## src/rtl/cv32e40s_rf_ecc_scrubber.sv

```systemverilog
// cv32e40s_rf_ecc_scrubber: background SEC-DED scrubber for the register file.
module cv32e40s_rf_ecc_scrubber #(
  parameter int NUM_REGS       = 32,
  parameter int SCRUB_INTERVAL = 64
) (
  input  logic        clk,
  input  logic        rst_n,
  input  logic        scrub_en_i,
  output logic        rreq_o,
  input  logic        rgnt_i,
  output logic [4:0]  raddr_o,
  input  logic [38:0] rdata_i,
  output logic        wreq_o,
  input  logic        wgnt_i,
  output logic [4:0]  waddr_o,
  output logic [38:0] wdata_o,
  input  logic        core_we_i,
  input  logic [4:0]  core_waddr_i,
  output logic        corr_o,
  output logic        ecc_err_o,
  output logic [4:0]  err_addr_o
);
  typedef enum logic [2:0] {IDLE, WAIT, READ, CHECK, WRITE} state_e;
  state_e      state_q, state_d, done_st;
  logic [15:0] cnt_q, cnt_d;
  logic [4:0]  addr_q, addr_d, err_addr_q, err_addr_d, nxt_addr;
  logic [38:0] word_q, word_d, wdata_q, wdata_d, flip;
  logic        corr_q, corr_d, err_q, err_d;
  logic [5:0]  syn;
  logic        pe, fix_ok, clean, race;
  // Hamming position of codeword bit b; the overall parity bit sits at position 0.
  function automatic logic [5:0] cw_pos(input int b);
    int n;
    n = 0;
    cw_pos = '0;
    if (b >= 32 && b < 38) cw_pos = 6'(1 << (b - 32));
    else if (b < 32)
      for (int p = 3; p < 39; p++)
        if ((p & (p - 1)) != 0) begin
          if (n == b) cw_pos = 6'(p);
          n++;
        end
  endfunction
  always_comb begin
    syn = word_q[37:32];
    for (int b = 0; b < 32; b++) syn = word_q[b] ? syn ^ cw_pos(b) : syn;
    pe = ^word_q;
    fix_ok = pe && syn <= 6'd38;
    clean = syn == 6'd0 && !pe;
    flip = '0;
    for (int b = 0; b < 39; b++) flip[b] = fix_ok && cw_pos(b) == syn;
  end
  assign race     = core_we_i && core_waddr_i == addr_q;
  assign nxt_addr = addr_q == 5'(NUM_REGS - 1) ? 5'd1 : addr_q + 5'd1;
  assign done_st  = scrub_en_i ? WAIT : IDLE;
  always_comb begin
    state_d    = state_q;
    cnt_d      = cnt_q;
    addr_d     = addr_q;
    word_d     = word_q;
    wdata_d    = wdata_q;
    err_addr_d = err_addr_q;
    corr_d     = 1'b0;
    err_d      = 1'b0;
    case (state_q)
      IDLE: state_d = scrub_en_i ? WAIT : IDLE;
      WAIT: begin
        if (!scrub_en_i) state_d = IDLE;
        else if (cnt_q == 16'(SCRUB_INTERVAL - 1)) begin
          cnt_d   = '0;
          state_d = READ;
        end else cnt_d = cnt_q + 16'd1;
      end
      READ: begin
        if (!scrub_en_i) state_d = IDLE;
        else if (rgnt_i) begin
          word_d  = rdata_i;
          state_d = CHECK;
        end
      end
      CHECK: begin
        if (clean) begin
          addr_d  = nxt_addr;
          state_d = done_st;
        end else if (!fix_ok) begin
          err_d      = 1'b1;
          err_addr_d = addr_q;
          addr_d     = nxt_addr;
          state_d    = done_st;
        end else begin
          corr_d     = 1'b1;
          err_addr_d = addr_q;
          wdata_d    = word_q ^ flip;
          addr_d     = race ? nxt_addr : addr_q;
          state_d    = race ? done_st : WRITE;
        end
      end
      WRITE: begin
        // A core write to the same register is newer; the correction is discarded.
        if (wgnt_i || race) begin
          addr_d  = nxt_addr;
          state_d = done_st;
        end
      end
      default: state_d = IDLE;
    endcase
  end
  always_ff @(posedge clk) begin
    if (!rst_n) begin
      state_q    <= IDLE;
      cnt_q      <= '0;
      addr_q     <= 5'd1;
      word_q     <= '0;
      wdata_q    <= '0;
      err_addr_q <= '0;
      corr_q     <= 1'b0;
      err_q      <= 1'b0;
    end else begin
      state_q    <= state_d;
      cnt_q      <= cnt_d;
      addr_q     <= addr_d;
      word_q     <= word_d;
      wdata_q    <= wdata_d;
      err_addr_q <= err_addr_d;
      corr_q     <= corr_d;
      err_q      <= err_d;
    end
  end
  assign rreq_o     = state_q == READ;
  assign raddr_o    = rreq_o ? addr_q : 5'd0;
  assign wreq_o     = state_q == WRITE;
  assign waddr_o    = wreq_o ? addr_q : 5'd0;
  assign wdata_o    = wdata_q;
  assign corr_o     = corr_q;
  assign ecc_err_o  = err_q;
  assign err_addr_o = err_addr_q;
endmodule

```

## config.mk

```make
export PLATFORM = sky130hd
export DESIGN_NAME = cv32e40s_rf_ecc_scrubber
export DESIGN_NICKNAME = d
export VERILOG_FILES = /design/src/rtl/cv32e40s_rf_ecc_scrubber.sv
export SDC_FILE = /design/constraint.sdc
export NUM_CORES = 1
export LEC_CHECK = 0
export ABC_AREA = 0
export BUFFER_PORTS_ARGS = -buffer_cell sky130_fd_sc_hd__buf_4
export CAP_MARGIN = 0
export CORE_AREA = 2 2 103 125
export CTS_BUF_LIST = sky130_fd_sc_hd__clkbuf_4 sky130_fd_sc_hd__clkbuf_8 sky130_fd_sc_hd__clkbuf_16
export CTS_CLUSTER_DIAMETER = 30
export CTS_CLUSTER_SIZE = 8
export DETAILED_ROUTE_END_ITERATION = 16
export DIE_AREA = 0 0 105 127
export PLACE_DENSITY = 0.69
export SLEW_MARGIN = 20
export SYNTH_ARGS = -nofsm -noshare
export SYNTH_HDL_FRONTEND = slang
export SYNTH_SLANG_ARGS = --single-unit
```

## constraint.sdc

```tcl
create_clock -name clk -period 3.8 [get_ports clk]
set_clock_uncertainty 0.1 [all_clocks]
set_input_delay 0.95 -clock clk [delete_from_list [all_inputs] [get_ports clk]]
set_output_delay 0.95 -clock clk [all_outputs]
set_load 0.005 [all_outputs]
```

# Word-level counts from Yosys, hierarchy flattened
# Cells that the tools add are included.
dict set report op_classes {
  n_addsub 2
  n_lt_le_gt_ge 1
  n_eq_ne 49
  n_mux 53
  bitwise_logic 36
  n_reduce_logical 55
}
# operator count
set ops {}
lappend ops {{2-to-1 mux 5 bit} 22}
lappend ops {{equality test 5 x 6 -> 1 bit (first input constant)} 16}
lappend ops {{equality test 4 x 6 -> 1 bit (first input constant)} 8}
lappend ops {{equality test 6 bit (first input constant)} 7}
lappend ops {{logical AND 1 bit} 42}
lappend ops {{NOT 3 bit} 13}
lappend ops {{parity 39 bit} 1}
lappend ops {{bitwise XOR 39 bit} 1}
lappend ops {{2-to-1 mux 6 bit} 6}
lappend ops {{2-to-1 mux 3 bit} 11}
lappend ops {{2-to-1 mux 4 bit} 7}
lappend ops {{NOT 2 bit} 13}
lappend ops {{equality test 3 x 6 -> 1 bit (first input constant)} 4}
lappend ops {{NOT 4 bit} 5}
lappend ops {{adder 16 x 1 -> 16 bit (second input constant)} 1}
lappend ops {{equality test 16 x 6 -> 1 bit (second input constant)} 1}
lappend ops {{2-to-1 mux 16 bit} 1}
lappend ops {{one-hot mux 3 bit (5 select lines)} 1}
lappend ops {{equality test 2 x 6 -> 1 bit (first input constant)} 2}
lappend ops {{AND reduction 3 bit} 4}
lappend ops {{one-hot mux 5 bit (2 select lines)} 1}
lappend ops {{equality test 1 x 6 -> 1 bit (first input constant)} 1}
lappend ops {{equality test 3 x 2 -> 1 bit (second input constant)} 2}
lappend ops {{<= comparator 6 bit (second input constant)} 1}
lappend ops {{20 further kinds} 25}
dict set report totals {
  regBits 109
  input_bits 50
  out_inout_bits 58
  wordCells 204
}

# Depth between registers and ports, before layout
dict set report logic_depth {
  depth_word 69
  ltp_mapped 11
  mapped_depth_nobuf 8
}

# Worst setup path after synthesis
# OpenSTA, ideal clock, no wires.
dict set report synth_timing {
  kind {reg2reg}
  startpoint {reg word_q[15]}
  endpoint {reg wdata_q[19] (netlist: wdata_o[19])}
  setup_ns 0.142
  arrival_time_ns 2.772
  t_required_ns 3.558
  slack_ns 0.786
  path_stages_with_launch 11
  n_path_buf 3
  period_less_slack_ns 3.014
  path_cell_list {dfxtp_1 -> xor3_2 -> xnor3_2 -> xnor3_1 -> o21ai_1 -> o41a_1 -> and2_1 -> clkbuf_1 -> buf_2 -> buf_2 -> a311oi_1}
}
dict set report synth_between {
  elab_chain_len 31
  elab_cells_between_ends 43
  classes_between {order compare: 1; eq/ne: 1; mux: 17; bitwise: 17; reduce/logical: 7}
}
# item line
set synth_rtl {}
lappend synth_rtl {{start, declared} 27} ;# logic [38:0] word_q, word_d, wdata_q, wdata_d, flip;
lappend synth_rtl {{start signal, assigned} 122} ;# word_q <= word_d;
lappend synth_rtl {{2-to-1 mux 5 bit} 46} ;# for (int b = 0; b < 32; b++) syn = word_q[b] ? syn ^ cw_pos(b) : syn;
lappend synth_rtl {{NOT 3 bit (no line)} --}
lappend synth_rtl {{2-to-1 mux 5 bit} 46}
lappend synth_rtl {{NOT 4 bit (no line)} --}
lappend synth_rtl {{2-to-1 mux 5 bit} 46}
lappend synth_rtl {{NOT 2 bit (no line)} --}
lappend synth_rtl {{2-to-1 mux 5 bit} 46}
lappend synth_rtl {{NOT 3 bit (no line)} --}
lappend synth_rtl {{[... 10 more ...]} --}
lappend synth_rtl {{2-to-1 mux 5 bit} 46}
lappend synth_rtl {{NOT 5 bit (no line)} --}
lappend synth_rtl {{2-to-1 mux 5 bit} 46}
lappend synth_rtl {{2-to-1 mux 6 bit (6 in a row)} 46}
lappend synth_rtl {{<= comparator 6 bit / zero test 6 bit (equally long branches)} {48, 49}}
lappend synth_rtl {{logical AND 1 bit (on tied branches)} {48, 49}}
lappend synth_rtl {{logical AND 1 bit / NOT 1 bit (equally long branches)} --}
lappend synth_rtl {{bitwise XOR 39 bit / AND reduction 3 bit (equally long branches)} --}
lappend synth_rtl {{end signal, assigned} 123} ;# wdata_q <= wdata_d;
lappend synth_rtl {{end, declared} 27}
# Parallel ways exist; a longest one is shown, timed or not.
# A chain may end at the register's enable or synchronous reset.

# Worst setup path after layout
dict set report layout_timing {
  startpoint {reg word_q[15]}
  endpoint {reg wdata_q[5] (netlist: wdata_o[5])}
}
# The elaborated chain is that of the path after synthesis.

==> metrics.md <==
| Metric | Value |
|---|---|
| Total grt overflow | 0 |
| CP Launch Type | register |
| Fin util | between 50% and 60% |
| WL per Instance | 16.3 um |
| Nets | between 700 and 800 |
| Top cells by count, synth | dfxtp_1, nand2_1, a21oi_1, xnor2_1, clkbuf_1 |
| Crit path max-delay family | XOR/XNOR gates |
| Max Freq | 303 MHz |
| Placed Cells | ~900 |
| Core box area | 12,000 um^2 |
| Syn Area/Cell | 8.71 um^2 |
| # hold bufs at CTS | 0 |
| TritonCTS Buffers | 9 |
| Setup TNS | 0 ns |
| CP Cell Sequence | xor3_2 -> xnor3_2 -> xnor3_1 -> nand2b_1 -> or3_1 -> nor2_1 -> xnor2_1 -> a311oi_1 |
| Buffers & Inverters on Critical Path | 0 |
| Period minus WS final | 3.30 ns |
| EDFF count, synth | 0 |
| Fill cell count | 1,127 |
| Initial Utilization | 48.4% |
| Synthesized area | 5810 um^2 |
| IO Count | 108 |
| Diode count | 0 |
| Global-route wire length before repair | 23,700 um |
| H-Tree Depth | 3 |
| Synth area leader | dfxtp_1 |
| CP Class | register to register |
| Synthesized net count | 720 |
| Status | finished, final reports clean |
| Post-synth top area share | 37.5% |
| Crit path max-delay cell type | or3_1 |
| Drt initial violations | 260 |
| Layout cell share with drive strength beyond 1 | between 10% and 20% |
| Clk slew on worst S/H paths | 0.07 ns |
| RSZ-0062 raised after global routing | false |
| Peak supply drop | about 280 uV |
| CTS tree | built |
| Hold WS | ~0.40 ns |
| Final std cells w/o fill | 911 |
| Most used DFF post-synth | dfxtp_1 |
| Pleak | 0.00260 uW |
| Syn. warnings | 0 |
| Post-detailed-placement half-perimeter wirelength | ~11,000 um |
| Worst EP required | 3.95 ns |
| Final setup fails | 0 |
| Register bit total from synthesis | 109 |
| Vias in the first global route | a little under 5k |
| Vias per cell | 5.50 |
| Tcrit/Tclk final | 86.8% |
| Clock net sink count | roughly 110 |
| Initial antenna violation count | 0 |
| Endpoint class of the critical path | register |
| Die Outline Area | approximately 13,000 um^2 |
| Seq/Total Area, Yosys | 37.5% |
| GP Congestion | 0.916 |
| Max_cap viols | 0 |
| Max clock buf depth | 2 |
| Slew @ Worst Pin | 0.825 ns |
| Rel. slew slack | 44.9% |
| First drt pass iteration count | 4 |
| Max FO, Critical Path | 11 |
| DRC viols | 0 |
| Vias | 5,007 |
| Hold Vio Cnt, Final | 0 |
| Die Span X | 105 um |
| Die Y | 127 um |
| Power Dens Cells | about 360 nW/um^2 |
| Clk root buf | clkbuf_16 |
| Slew Viols, Final | 0 |
| Post-route ant nets | 0 |
| Delay of the slowest critical-path stage | 0.51 ns |
| Row cnt | between 40 and 50 |
| Worst hold path type | register to register |
| Largest net degree at the start of global routing | 80 |
| Number of gates resized after cts | 0 |
| Async S/R FF share, synth | 0% |
| Post-synthesis cell type count | 49 |
| WP data arrival | 3.45 ns |
| Total GRT Usage | about 22% |
| Total Wirelength | about 15,000 um |
| Cell count after synthesis | 667 |
| Clock latency on the worst-skew pair | between 0.3 and 0.4 ns |
| Layout area overhead | 20.5% |
| Most numerous cell in the Yosys netlist | dfxtp_1 |
| Synth top area cells | dfxtp_1, xnor2_1, a21oi_1 |
| Port Buf Inserts | 107 |
| Post-CTS Setup Bufs | 0 |
==> final cells by class <==
type                       instances  area, um^2  area share, %
timing repair buffer             116         883           12.6
clock buffer                      11         240           3.43
clock inverter                     5        58.8          0.840
multi-input combinational        506        3430           48.9
inverter                           3        11.3          0.161
sequential                       109        2180           31.2
tap                              161         201           2.88
==> power by group <==
part,internal (uW),leakage [uW],switching (uW)
registers,1150,0.000878,13.5
logic,143,0.00158,257
clock network,527,0.000143,418
==> cell usage in the layout (no fill, tap or decap), types with 9 or more instances in the layout <==
master	n
and3_1	12
a21oi_1	91
xor2_1	20
clkbuf_16	9
nor2_1	33
nand3_1	9
xnor3_1	14
dfxtp_1	109
nand2_1	99
nor3_1	28
buf_4	115
a311oi_1	39
xnor2_1	79
==> path summary, 6_finish.rpt <==
check	startpoint	to	slack (ns)	depth (start not counted)
max	word_q[15]$_SDFFE_PN0P_	wdata_o[5]$_SDFFE_PN0P_	0.50	8
min	word_q[33]$_SDFFE_PN0P_	word_q[33]$_SDFFE_PN0P_	0.40	2
max reg2reg	word_q[15]$_SDFFE_PN0P_	wdata_o[5]$_SDFFE_PN0P_	0.50	8
min reg2reg	word_q[33]$_SDFFE_PN0P_	word_q[33]$_SDFFE_PN0P_	0.40	2
==> worst register-to-register path, cell delays in order (launching register included) <==
cell	delay [ns]
dfxtp_1	0.40
xor3_2	0.48
xnor3_2	0.45
xnor3_1	0.43
nand2b_1	0.34
or3_1	0.51
nor2_1	0.16
xnor2_1	0.08
a311oi_1	0.27
==> sequential cells by signal, indices dropped and copies added, names as in the netlist <==
register / flops
addr_q: 5
corr_o: 1
ecc_err_o: 1
err_addr_o: 5
cnt_q: 16
wdata_o: 39
word_q: 39
state_q: 3
==> per-stage QoR <==
step                instance area [um^2]  power (uW)  setup WS, ns
finish                              7000        2510         0.501
global route                        7000        2610         0.318
CTS                                 7000        2530         0.510
detailed placement                  6710        1590         0.517
global placement                    6710        1590         0.603
floorplan                           5810        1460         0.786
==> kinds of logic (layout without fill, tap and decap cells) <==
family,after synthesis,after routing,share of synthesized area (%)
simple gates,226,226,18.5
xor+xnor,119,119,22.4
buf+inv,52,135,3.53
compound gates,153,153,16.5
mux,5,5,0.861
flops,109,109,37.5
fa+ha+maj,3,3,0.646
==> routing by layer <==
metal | share of wire, % | GRT usage [%] | vias to the layer above
met2 | 51 | 39.2 | 128
met3 | 4.7 | 4.13 | 21
li1 | - | - | 2503
met5 | 0 | 0 | -
met1 | 43 | 26.7 | 2355
met4 | 1.9 | 7.61 | 0
(Power assumes the default switching activity.)
